### src/rtl/csa_subtractor_pipe_if.sv
// Streaming operand/result bundle for the pipelined carry-select subtractor.
// The producer/consumer side uses master; the subtractor uses slave.
interface csa_subtractor_pipe_if #(
   parameter int WIDTH = 64
);
   logic             in_valid;
   logic             in_ready;
   logic [WIDTH-1:0] a;
   logic [WIDTH-1:0] b;
   logic             borrow_in;
   logic             out_valid;
   logic             out_ready;
   logic [WIDTH-1:0] diff;
   logic             borrow_out;
   logic             zero;
   logic             ovf;

   modport master (
      output in_valid, a, b, borrow_in, out_ready,
      input  in_ready, out_valid, diff, borrow_out, zero, ovf
   );

   modport slave (
      input  in_valid, a, b, borrow_in, out_ready,
      output in_ready, out_valid, diff, borrow_out, zero, ovf
   );
endinterface

### src/rtl/csa_subtractor_pipe.sv
// Two-stage carry-select subtractor: diff = a - b - borrow_in via a + ~b + ~borrow_in,
// with valid/ready flow control and one operand set of skid capacity in stage 1.
module csa_subtractor_pipe #(
   parameter int WIDTH = 64
) (
   input  logic                 clk,
   input  logic                 rst_n,
   csa_subtractor_pipe_if.slave bus
);
   localparam int HALF = WIDTH / 2;

   logic            s1_valid_q, s1_valid_d;
   logic [HALF-1:0] d_lo_q, d_lo_d;
   logic [HALF-1:0] d_hi0_q, d_hi0_d;
   logic [HALF-1:0] d_hi1_q, d_hi1_d;
   logic            c_lo_q, c_lo_d;
   logic            c0_q, c0_d;
   logic            c1_q, c1_d;
   logic            a_msb_q, a_msb_d;
   logic            b_msb_q, b_msb_d;

   logic             out_valid_q, out_valid_d;
   logic [WIDTH-1:0] diff_q, diff_d;
   logic             borrow_q, borrow_d;
   logic             zero_q, zero_d;
   logic             ovf_q, ovf_d;

   logic            s2_load;
   logic            in_xfer;
   logic [HALF:0]   sum_lo, sum_hi0, sum_hi1;
   logic [HALF-1:0] d_hi_sel;
   logic            carry_sel;

   assign s2_load     = !out_valid_q | bus.out_ready;
   assign bus.in_ready = !s1_valid_q | s2_load;
   assign in_xfer     = bus.in_valid & bus.in_ready;

   // Both upper-half candidates are formed in parallel; the low carry picks one in stage 2.
   always_comb begin
      sum_lo  = {1'b0, bus.a[HALF-1:0]} + {1'b0, ~bus.b[HALF-1:0]}
              + {{HALF{1'b0}}, ~bus.borrow_in};
      sum_hi0 = {1'b0, bus.a[WIDTH-1:HALF]} + {1'b0, ~bus.b[WIDTH-1:HALF]};
      sum_hi1 = {1'b0, bus.a[WIDTH-1:HALF]} + {1'b0, ~bus.b[WIDTH-1:HALF]}
              + {{HALF{1'b0}}, 1'b1};
   end

   always_comb begin
      s1_valid_d = s1_valid_q;
      d_lo_d     = d_lo_q;
      c_lo_d     = c_lo_q;
      d_hi0_d    = d_hi0_q;
      c0_d       = c0_q;
      d_hi1_d    = d_hi1_q;
      c1_d       = c1_q;
      a_msb_d    = a_msb_q;
      b_msb_d    = b_msb_q;
      if (in_xfer) begin
         s1_valid_d = 1'b1;
         {c_lo_d, d_lo_d}  = sum_lo;
         {c0_d, d_hi0_d}   = sum_hi0;
         {c1_d, d_hi1_d}   = sum_hi1;
         a_msb_d    = bus.a[WIDTH-1];
         b_msb_d    = bus.b[WIDTH-1];
      end else if (s2_load) begin
         s1_valid_d = 1'b0;
      end
   end

   always_comb begin
      d_hi_sel  = c_lo_q ? d_hi1_q : d_hi0_q;
      carry_sel = c_lo_q ? c1_q : c0_q;
   end

   // Result registers only change when stage 1 actually hands over an operand set.
   always_comb begin
      out_valid_d = out_valid_q;
      diff_d      = diff_q;
      borrow_d    = borrow_q;
      zero_d      = zero_q;
      ovf_d       = ovf_q;
      if (s2_load) begin
         out_valid_d = s1_valid_q;
         if (s1_valid_q) begin
            diff_d   = {d_hi_sel, d_lo_q};
            borrow_d = ~carry_sel;
            zero_d   = ({d_hi_sel, d_lo_q} == '0);
            ovf_d    = (a_msb_q != b_msb_q) & (d_hi_sel[HALF-1] != a_msb_q);
         end
      end
   end

   always_ff @(posedge clk or negedge rst_n) begin
      if (!rst_n) begin
         s1_valid_q  <= 1'b0;
         d_lo_q      <= '0;
         c_lo_q      <= 1'b0;
         d_hi0_q     <= '0;
         c0_q        <= 1'b0;
         d_hi1_q     <= '0;
         c1_q        <= 1'b0;
         a_msb_q     <= 1'b0;
         b_msb_q     <= 1'b0;
         out_valid_q <= 1'b0;
         diff_q      <= '0;
         borrow_q    <= 1'b0;
         zero_q      <= 1'b0;
         ovf_q       <= 1'b0;
      end else begin
         s1_valid_q  <= s1_valid_d;
         d_lo_q      <= d_lo_d;
         c_lo_q      <= c_lo_d;
         d_hi0_q     <= d_hi0_d;
         c0_q        <= c0_d;
         d_hi1_q     <= d_hi1_d;
         c1_q        <= c1_d;
         a_msb_q     <= a_msb_d;
         b_msb_q     <= b_msb_d;
         out_valid_q <= out_valid_d;
         diff_q      <= diff_d;
         borrow_q    <= borrow_d;
         zero_q      <= zero_d;
         ovf_q       <= ovf_d;
      end
   end

   assign bus.out_valid  = out_valid_q;
   assign bus.diff       = diff_q;
   assign bus.borrow_out = borrow_q;
   assign bus.zero       = zero_q;
   assign bus.ovf        = ovf_q;
endmodule

### src/flat_wrapper.sv
// flat-port wrapper written by rule: the top's interface ports become plain ports
module csa_subtractor_pipe_flat 
#(
   parameter int WIDTH = 64
)
  (clk, rst_n, bus_in_valid, bus_a, bus_b, bus_borrow_in, bus_out_ready, bus_in_ready, bus_out_valid, bus_diff, bus_borrow_out, bus_zero, bus_ovf);
  csa_subtractor_pipe_if #(.WIDTH(WIDTH)) bus_i ();
  input  logic clk;
  input  logic rst_n;
  input wire logic [$bits(bus_i.in_valid)-1:0] bus_in_valid;
  input wire logic [$bits(bus_i.a)-1:0] bus_a;
  input wire logic [$bits(bus_i.b)-1:0] bus_b;
  input wire logic [$bits(bus_i.borrow_in)-1:0] bus_borrow_in;
  input wire logic [$bits(bus_i.out_ready)-1:0] bus_out_ready;
  output wire logic [$bits(bus_i.in_ready)-1:0] bus_in_ready;
  output wire logic [$bits(bus_i.out_valid)-1:0] bus_out_valid;
  output wire logic [$bits(bus_i.diff)-1:0] bus_diff;
  output wire logic [$bits(bus_i.borrow_out)-1:0] bus_borrow_out;
  output wire logic [$bits(bus_i.zero)-1:0] bus_zero;
  output wire logic [$bits(bus_i.ovf)-1:0] bus_ovf;
  assign bus_i.in_valid = bus_in_valid;
  assign bus_i.a = bus_a;
  assign bus_i.b = bus_b;
  assign bus_i.borrow_in = bus_borrow_in;
  assign bus_i.out_ready = bus_out_ready;
  assign bus_in_ready = bus_i.in_ready;
  assign bus_out_valid = bus_i.out_valid;
  assign bus_diff = bus_i.diff;
  assign bus_borrow_out = bus_i.borrow_out;
  assign bus_zero = bus_i.zero;
  assign bus_ovf = bus_i.ovf;
  csa_subtractor_pipe #(.WIDTH(WIDTH)) u_core (.clk(clk), .rst_n(rst_n), .bus(bus_i));
endmodule
### config.mk
export PLATFORM = sky130hd
export DESIGN_NAME = csa_subtractor_pipe_flat
export DESIGN_NICKNAME = d
export VERILOG_FILES = /design/src/rtl/csa_subtractor_pipe_if.sv /design/src/rtl/csa_subtractor_pipe.sv /design/src/flat_wrapper.sv
export SDC_FILE = /design/constraint.sdc
export NUM_CORES = 1
export LEC_CHECK = 0
export ABC_AREA = 1
export BUFFER_PORTS_ARGS = -buffer_cell sky130_fd_sc_hd__clkbuf_2
export CAP_MARGIN = 20
export CELL_PAD_IN_SITES_DETAIL_PLACEMENT = 1
export CELL_PAD_IN_SITES_GLOBAL_PLACEMENT = 1
export CORE_MARGIN = 2
export CORE_UTILIZATION = 44
export DETAILED_ROUTE_END_ITERATION = 12
export GPL_TIMING_DRIVEN = 0
export PLACE_DENSITY = 0.95
export SLEW_MARGIN = 10
export SYNTH_ARGS = -nofsm -noshare
export SYNTH_HDL_FRONTEND = slang
export SYNTH_SLANG_ARGS = --single-unit
export TNS_END_PERCENT = 5
### constraint.sdc
create_clock -name clk -period 3.1 [get_ports clk]
set_clock_uncertainty 0.15 [all_clocks]
set_input_delay 0 -clock clk [delete_from_list [all_inputs] [get_ports clk]]
set_output_delay 0 -clock clk [all_outputs]
set_load 0.01 [all_outputs]
==> reports/results.txt <==
Final GP Congestion: 0.920
DR pass1 iterations: 7
Placed Cells: 2459
DRT antenna net count: 0
arrival time of the worst setup path: 3.19 ns
Die Height: 172 um
Wirelength per Cell: 20.8 um
worst hold path type: in -> reg
worst IR drop on VDD: 0.000421 V
final hold viol count: 1
clock buffer depth: 2
worst-path fanout max: 10
Cell Rows: 61
post-synthesis sequential area ratio: 0.344
failing checks: negative hold slack
1st-iter DRT viols: 1538
Mapped Nets: 2079
n_diodes: 0
Setup TNS: 0 ns
Worst Path Buf+Inv: 2
worst hold start: bus_a[5]
htree depth: 4
Worst setup EP type: flop
Initial Utilization: 0.446
fin. max-slew vios: 0
reg-to-reg critical path startpoint: u_core.c_lo_q
status: finished, violations left
DRC errors left: 0
TritonCTS Sinks: 170
worst setup path class: reg -> reg
core area: 0.0277 mm2
fmax: 332 MHz
Post-synth EDFFs: 0
Final setup viols: 0
WL final: 52100 um
Critical Path Source Type: flop
Worst-path clk slew: 0.08 ns
Slowest Stage Delay on Critical Path: 0.57 ns
relative slew slack: 0.410
crit path to: u_core.bus.zero
All-Layer GR Usage: 0.359
io pins: 202
min setup slack post-route: 0.0857 ns
Power Dens Cells: 604 mW/mm2
Tmin final: 3.01 ns
FFs w/ async S/R, synth: 1.00
Req. time, crit path: 3.27 ns
Critical Path Start: u_core.c_lo_q
critical path's slowest cell: clkbuf_1
CTS tree: yes
ratio of cells with drive above 1 in the final layout: 0.148
Die X: 172 um
initial antenna violation count: 0
Leakage Power: 7.99 nW
first-pass GRT wire length: 81500 um
CP top delay family: simple AND/OR/NAND/NOR gates
FF-to-FF End: u_core.bus.zero
grt ovf: 0
Layout area overhead: 18.9%
worst skew pair latency: 0.45 ns
Hold WS: -0.00208 ns
vias per inst: 5.73
Mapped Avg Cell Area: 6.58 um2
Post-Synthesis Cells: 1879
Final Cycle Share: 0.972
full die area: 0.0295 mm2
Total Power: 8.89 mW
Final #Nets: 2320
flops & latches, synth: 170
pre-CTS setup slack: 0.0410 ns
Synth warnings: 0
Clock Root Buffer: clkbuf_16
Cell Area, Synth: 0.0124 mm2
number of distinct library cells after synthesis: 45
Finished Layout Cells: 2511
Worst R2R Path Depth: 8
max-cap violations: 0
via count: 14400
CP Cell Sequence: clkbuf_1 -> clkbuf_1 -> nand2_1 -> o21ai_0 -> nand4_1 -> nor4_1 -> nand2_1 -> o41ai_1
CTS Buf Count: 17
critical path depth: 8
HPWL after DPL: 36700 um
vias in the first global route: 14956
top_reg_cell synth: dfrtp_1
IO buf count: 201
worst reg-to-reg setup slack: 0.09 ns
largest net degree at the start of global routing: 101
Slew @ Worst Pin: 0.885 ns
## logic make-up (layout without fill, tap and decap cells)
logic type | after synthesis | after routing | synth area share
xor gates and xnor gates | 17 | 17 | 0.0120
DFF | 170 | 170 | 0.344
adders and majority gates | 67 | 67 | 0.0696
and+or+nand+nor | 1007 | 1007 | 0.347
muxes | 6 | 6 | 0.00486
AOI/OAI and AO/OA | 252 | 252 | 0.113
buffers and inverters | 360 | 614 | 0.109
## Yosys cell counts (2+ instances only)
library cell,number,area share
nor3_2,2,0.0016
a21o_1,5,0.0030
a31oi_1,8,0.0040
nand3b_1,3,0.0018
nor3_1,10,0.0040
fa_1,3,0.0049
nand4_1,30,0.015
xor2_1,10,0.0071
inv_2,11,0.0033
o221ai_1,7,0.0050
o22ai_1,6,0.0030
nand2_1,604,0.18
ha_1,64,0.065
o31ai_1,2,0.0012
nor2_2,12,0.0061
o211ai_1,12,0.0073
a21oi_1,56,0.023
nand3_1,107,0.043
dfrtp_1,170,0.34
o21a_1,6,0.0036
mux2i_1,6,0.0049
o21bai_1,6,0.0036
nor4_1,11,0.0056
inv_1,305,0.093
and2_1,6,0.0030
nand3_2,9,0.0073
xnor2_1,7,0.0050
or2_2,8,0.0040
buf_1,4,0.0012
o21ai_0,132,0.053
nor2_1,176,0.053
o21ai_1,7,0.0028
nand2_2,18,0.0091
clkbuf_1,38,0.012
nor2_4,8,0.0073
## sequential cells by signal, summed over array words and instances (netlist names)
signal,cells
u_core.a_msb_q,1
u_core.s1_valid_q,1
u_core.bus.out_valid,1
u_core.bus.ovf,1
u_core.c1_q,1
u_core.d_hi1_q,32
u_core.bus.borrow_out,1
u_core.b_msb_q,1
u_core.d_lo_q,32
u_core.c_lo_q,1
u_core.bus.zero,1
u_core.c0_q,1
u_core.bus.diff,64
u_core.d_hi0_q,32
## report_power, final
part,switching [mW],internal [mW],leakage (nW)
sequential,0.492,2.84,2.05
clock,0.996,1.18,0.274
combinational,2.33,1.06,5.67
## worst min-delay path, stage by stage
cell,delay (ns)
clkbuf_2,0.08
ha_1,0.21
xor2_1,0.12
o21ai_0,0.14
## how the worst min path moves through the flow
stage / to / slack, ns / cells after the start
2_1_floorplan: u_core.a_msb_q / -0.45 / 0
3_3_place_gp: u_core.bus.out_valid / 0.13 / 4
3_5_place_dp: u_core.d_hi1_q[3] / -0.001 / 1
4_1_cts: u_core.d_lo_q[9] / 0.005 / 6
5_1_grt: u_core.d_lo_q[5] / 0.03 / 4
6_report: u_core.d_lo_q[5] / -0.002 / 4
## placed cells by master, fill, tap and decap left out, types with 5 or more instances in the layout
cell type / netlist / layout
inv_1: 305 / 304
or2_2: 8 / 8
dlygate4sd3_1: 0 / 20
inv_2: 11 / 12
o21ai_1: 7 / 7
o221ai_1: 7 / 7
o21bai_1: 6 / 6
nor4_1: 11 / 11
dfrtp_1: 170 / 170
and2_1: 6 / 6
a21o_1: 5 / 5
o22ai_1: 6 / 6
a21oi_1: 56 / 56
o21a_1: 6 / 6
clkbuf_1: 38 / 41
a31oi_1: 8 / 8
o211ai_1: 12 / 12
mux2i_1: 6 / 6
nand4_1: 30 / 30
nand3_2: 9 / 10
nand2_2: 18 / 22
clkbuf_16: 0 / 17
xor2_1: 10 / 10
nand2_1: 604 / 600
xnor2_1: 7 / 6
nor3_1: 10 / 10
clkbuf_2: 0 / 200
ha_1: 64 / 64
o21ai_0: 132 / 132
nor2_1: 176 / 169
nor2_2: 12 / 15
nor2_4: 8 / 12
nand3_1: 107 / 106
## repair_timing
action                     in CTS  in global routing
buffers inserted                0                  0
gates resized for setup         0                 18
hold buffers                   20                  0
setup endpoints to repair       0                 12
hold endpoints to repair      116                  0
## area by class of cell
class                      count  area, um2
fill                        3741      13000
multi-input combinational   1349       6820
sequential                   170       4250
timing repair buffer         222       1240
inverter                     317       1190
clock buffer                  23        478
tap                          378        473
buffer                        43        163
clock inverter                 9       90.1
## through the flow
stage	utilization	cell area [um2]
2_1_floorplan	-	12400
3_3_place_gp	0.500	13800
3_5_place_dp	0.501	13900
4_1_cts	0.529	14700
5_1_grt	0.531	14700
6_report	0.531	14700
## per-layer routing
metal	global-route usage	share of wire	vias to the layer above
met5	0	0	-
met4	0.191	0.056	0
met3	0.0824	0.092	263
met2	0.571	0.45	842
met1	0.453	0.40	6878
li1	-	-	6417
Note: power is estimated with default switching activity, not from simulation.
